--- src/rtl/lc3b_iter_alu.sv ---
`default_nettype none
// ============================================================================
// Module   : lc3b_iter_alu
// Purpose  : Multi-cycle LC-3b ALU. Add/and/not/pass finish in one edge.
//            Shifts run iteratively, at most STEP bits per cycle, under a
//            start/busy/done handshake. The result and its NZP flags are
//            registered.
// Revision : 1.0 - initial release
// ============================================================================
module lc3b_iter_alu #(
  parameter int WIDTH   = 16,
  parameter int SHAMT_W = 4,
  parameter int STEP    = 1
) (
  input  logic             clk_i,
  input  logic             reset_i,
  input  logic             start_i,
  input  logic [3:0]       aluop_i,
  input  logic [WIDTH-1:0] a_i,
  input  logic [WIDTH-1:0] b_i,
  output logic             busy_o,
  output logic             done_o,
  output logic [WIDTH-1:0] result_o,
  output logic [2:0]       nzp_o
);

  localparam logic [3:0] OP_ADD  = 4'd0;
  localparam logic [3:0] OP_AND  = 4'd1;
  localparam logic [3:0] OP_NOT  = 4'd2;
  localparam logic [3:0] OP_SLL  = 4'd4;
  localparam logic [3:0] OP_SRL  = 4'd5;
  localparam logic [3:0] OP_SRA  = 4'd6;

  typedef enum logic [0:0] {
    ST_IDLE  = 1'b0,
    ST_SHIFT = 1'b1
  } state_t;

  state_t             state_q, state_d;
  logic [WIDTH-1:0]   acc_q, acc_d;
  logic [SHAMT_W-1:0] cnt_q, cnt_d;
  logic [3:0]         op_q, op_d;
  logic [WIDTH-1:0]   result_q, result_d;
  logic [2:0]         nzp_q, nzp_d;
  logic               done_q, done_d;

  logic [SHAMT_W-1:0] w_shamt;
  logic               w_is_shift;
  logic [WIDTH-1:0]   w_single;
  logic [31:0]        w_cnt_ext;
  logic [31:0]        w_step_amt;
  logic [WIDTH-1:0]   w_shifted;

  // Flags of a result: negative, zero, positive (exactly one set).
  function automatic logic [2:0] f_nzp(input logic [WIDTH-1:0] v);
    logic n, z;
    n = v[WIDTH-1];
    z = (v == '0);
    return {n, z, ~n & ~z};
  endfunction

  // Decode the incoming request and compute the one-edge result.
  always_comb begin
    w_shamt    = b_i[SHAMT_W-1:0];
    w_is_shift = (aluop_i == OP_SLL) || (aluop_i == OP_SRL) || (aluop_i == OP_SRA);
    case (aluop_i)
      OP_ADD:  w_single = a_i + b_i;
      OP_AND:  w_single = a_i & b_i;
      OP_NOT:  w_single = ~a_i;
      default: w_single = a_i;   // pass, reserved, and zero-length shifts
    endcase
  end

  // One shift step of min(STEP, cnt) bits on the latched accumulator.
  always_comb begin
    w_cnt_ext  = 32'(cnt_q);
    w_step_amt = (w_cnt_ext < 32'(STEP)) ? w_cnt_ext : 32'(STEP);
    case (op_q)
      OP_SLL:  w_shifted = acc_q << w_step_amt;
      OP_SRA:  w_shifted = $unsigned($signed(acc_q) >>> w_step_amt);
      default: w_shifted = acc_q >> w_step_amt;
    endcase
  end

  // Next-state logic: accept requests in IDLE, iterate shifts in SHIFT.
  always_comb begin
    state_d  = state_q;
    acc_d    = acc_q;
    cnt_d    = cnt_q;
    op_d     = op_q;
    result_d = result_q;
    nzp_d    = nzp_q;
    done_d   = 1'b0;
    case (state_q)
      ST_IDLE: begin
        if (start_i) begin
          if (w_is_shift && (w_shamt != '0)) begin
            acc_d   = a_i;
            cnt_d   = w_shamt;
            op_d    = aluop_i;
            state_d = ST_SHIFT;
          end else begin
            result_d = w_single;
            nzp_d    = f_nzp(w_single);
            done_d   = 1'b1;
          end
        end
      end
      default: begin
        acc_d = w_shifted;
        cnt_d = cnt_q - SHAMT_W'(w_step_amt);
        if (cnt_d == '0) begin
          result_d = w_shifted;
          nzp_d    = f_nzp(w_shifted);
          done_d   = 1'b1;
          state_d  = ST_IDLE;
        end
      end
    endcase
  end

  // State registers; reset discards any in-flight shift.
  always_ff @(posedge clk_i) begin
    if (reset_i) begin
      state_q  <= ST_IDLE;
      acc_q    <= '0;
      cnt_q    <= '0;
      op_q     <= '0;
      result_q <= '0;
      nzp_q    <= 3'b000;
      done_q   <= 1'b0;
    end else begin
      state_q  <= state_d;
      acc_q    <= acc_d;
      cnt_q    <= cnt_d;
      op_q     <= op_d;
      result_q <= result_d;
      nzp_q    <= nzp_d;
      done_q   <= done_d;
    end
  end

  assign busy_o   = (state_q == ST_SHIFT);
  assign done_o   = done_q;
  assign result_o = result_q;
  assign nzp_o    = nzp_q;

endmodule
`default_nettype wire
--- config.mk ---
export PLATFORM = sky130hd
export DESIGN_NAME = lc3b_iter_alu
export DESIGN_NICKNAME = d
export VERILOG_FILES = /design/src/rtl/lc3b_iter_alu.sv
export SDC_FILE = /design/constraint.sdc
export NUM_CORES = 1
export LEC_CHECK = 0
export CORE_ASPECT_RATIO = 0.8
export CORE_UTILIZATION = 60
export DETAILED_ROUTE_END_ITERATION = 10
export DONT_BUFFER_PORTS = 1
export GPL_TIMING_DRIVEN = 1
export PLACE_DENSITY = 0.84
export SLEW_MARGIN = 0
export SYNTH_ARGS = -nofsm -noshare
export SYNTH_HDL_FRONTEND = slang
export SYNTH_SLANG_ARGS = --single-unit
export TNS_END_PERCENT = 5
--- constraint.sdc ---
create_clock -name clk_i -period 6.7 [get_ports clk_i]
set_input_delay 1.675 -clock clk_i [delete_from_list [all_inputs] [get_ports clk_i]]
set_output_delay 1.675 -clock clk_i [all_outputs]
set_load 0.02 [all_outputs]
==> reports/metrics.yaml <==
rsz0062_at_grt: "no"
postSynthAreaPerCell_um2: 7.22
p_per_area_nw_per_um2: 181
num_io_pins: 60
switching_power_mw: 0.271
criticalPathCategory: "in -> reg"
antenna_cells: 0
timing.setup.tns_ns: 0
swShare_pct: 37.4
drt_drc_violations_left: 0
place.gp.congestion: 0.932
drive_above_1_share_pct: 4.42
synth-xor-area-share_pct: 1.99
r2r-start: "op_q[1]"
min_period_over_period_pct: 60.0
met1_usage_pct: 48.6
finish.utilization_pct: 62.7
leakagePower_nw: 1.42
fin_nets: 577
min_path_type: "reg -> reg"
synthSimpleGateAreaFrac_pct: 29.4
worstSetupEndpointType: "flip-flop"
ys_seq_area_share_pct: 22.2
synth_seq_cells: 44
yosys.cell_types.count: 65
cts.repair.resized: 0
reg2reg_depth: 8
async_reset_ff_share_pct: 0
cts_hold_buf: 0
setup_viol: 0
die_area_um2: 6950
totalWireLength_um: 11700
use_met2_pct: 56.0
period_minus_slack_ns: 4.02
p_clk_share_pct: 22.7
final_common_cell: "nand2_1"
design_area_um2: 4000
relSlewSlack_pct: 24.4
synth-main-ff-cell: "dfxtp_1"
synth_top_area_cell: "dfxtp_1"
first_pass_iters: 5
clock_tree.htree_level_count: 2
viasPerCell: 6.93
critPathLaunchType: "input pin"
grt_pass1_wl_um: 19200
synthAdderAreaFrac_pct: 5.86
fp.dieH_um: 74.7
rrSetupSlack_ns: 3.51
cts.sinks: 44
syn_nets: 607
synth.area.top_cells: "dfxtp_1 22%, nand2_1 7.7%, ha_1 5.4%"
cp.arrival_ns: 4.20
use_met3_pct: 6.87
status: "completed"
critPathLaunch: "a_i[0]"
worstReg2RegEnd: "nzp_o[0]"
cts_made_buffers: 5
worstPathRequired_ns: 6.88
finalHoldViolations: 0
clkTransAtPathRegs_ns: 0.09
hpwl_um: 8410
finalPower_mw: 0.724
netlist_area_um2: 3970
busiest_layer: "met2"
netlist_instances: 550
max_freq_ghz: 0.249
drt_iter0_drc: 589
synth-edff-count: 0
postRouteAntennaNets: 0
gr-total-overflow: 0
synth_top_area_share_pct: 22.2
p_int_mw: 0.453
grt_pass1_vias: 3841
post_drt_wl_per_cell_um: 19.3
port-buffer-count: 0
combPwrFrac_pct: 33.8
cts_root_buf: "clkbuf_8"
clk_latency_ns: 0.30
coreArea_um2: 6380
most-common-layout-cells: "81 x nand2_1, 50 x nor2_1, 43 x dfxtp_1, 36 x a21oi_1, 32 x o21ai_0"
cts_tree: "yes"
drv.max_cap_violation_count: 0
antenna_found_initial: 0
floorplan.initialDensity_pct: 62.2
finClkSkew_ns: 0.00648
rows: 26
grtUsageTotal_pct: 34.9
slew_violations: 0
crit_fanout: 5
worst_pin_slew_ns: 1.12
muxShareOfSynthArea_pct: 4.19
grt_max_degree: 57
die_w_um: 92.9
via_count: 4187
cts_setup_buffers: 0
syn2layout_area_growth_pct: 0.757
synth-compound-area-share_pct: 30.9
synth_top_family_by_area: "compound AO/OA/AOI/OAI gates"
yosys_warnings: 0
seq_power_share_pct: 43.5
clock_path_buffers: 2
placed_cell_area_um2: 3920
crit_path_end: "nzp_o[0]"
ir_worst_vdd_v: 0.000123
[cells in the mapped netlist (all sizes together), types with 8 or more instances]
cell type  number
clkbuf         34
a21o            9
nand2          81
dfxtp          44
mux2i          12
a221oi          9
o21ai          47
nand2b         15
ha             17
a21oi          36
and3           10
nand3          22
inv             8
a211oi         22
o211ai         13
nor3           13
nor4            9
nor2           50
[state kept, by name, indices dropped and copies added (netlist names)]
name and flops:
op_q 4, acc_q 16, result_o 16, busy_o 1, done_o 1, nzp_o 2, cnt_q 4
[per-layer routing]
| layer | vias up | part of all wire (%) |
|---|---|---|
| met5 | - | 0 |
| met4 | 0 | 1.7 |
| met3 | 22 | 10 |
| met2 | 228 | 45 |
| met1 | 1960 | 44 |
| li1 | 1977 | - |
[worst max-delay path, stage by stage]
cell       delay (ns)
ha_1             0.22
fa_1             0.43
a211oi_1         0.39
nor4_1           0.15
o21a_1           0.22
or3_1            0.30
a31oi_1          0.19
o2111ai_1        0.13
nor3_1           0.38
a221oi_2         0.11
[area by class of cell]
cell class / count / area [um^2]
Tap cell: 84 / 105
Fill cell: 604 / 2380
Clock inverter: 2 / 12.5
Sequential cell: 44 / 882
Multi-Input combinational cell: 457 / 2870
Inverter: 8 / 30.0
Clock buffer: 5 / 68.8
Timing Repair Buffer: 4 / 30.0
[per-stage QoR]
step / hold slack [ns] / worst slack (ns) / instances
final: 0.504 / 2.68 / 604
after global placement: 0.477 / 2.50 / 597
after detailed placement: 0.489 / 2.41 / 597
after global routing: 0.546 / 2.52 / 604
after CTS: 0.505 / 2.72 / 604
after floorplan: 0.456 / 2.73 / 550
[worst min path at each step]
stage	cells past startpoint	startpoint	end
after floorplan	2	op_q[2]	op_q[2]
after global placement	2	op_q[2]	op_q[2]
after detailed placement	2	op_q[2]	op_q[2]
after CTS	2	op_q[2]	op_q[2]
after global routing	1	op_q[3]	op_q[3]
final	2	op_q[2]	op_q[2]
[power groups by stage]
| stage | sequential (mW) | combinational (mW) | clock (mW) |
|---|---|---|---|
| after floorplan | 0.313 | 0.211 | 0 |
| after global placement | 0.319 | 0.231 | 0 |
| after detailed placement | 0.320 | 0.238 | 0 |
| after CTS | 0.314 | 0.240 | 0.164 |
| after global routing | 0.318 | 0.269 | 0.175 |
| final | 0.315 | 0.244 | 0.164 |
[cells by family (layout without fill, tap and decap cells)]
group / after synthesis / after routing
and+or+nand+nor: 234 / 234
AOI/OAI and AO/OA: 181 / 181
buffers and inverters: 49 / 19
DFF: 44 / 44
adders and majority gates: 18 / 18
muxes: 15 / 15
xor gates and xnor gates: 9 / 9
Power figures use the tool's default switching activity.
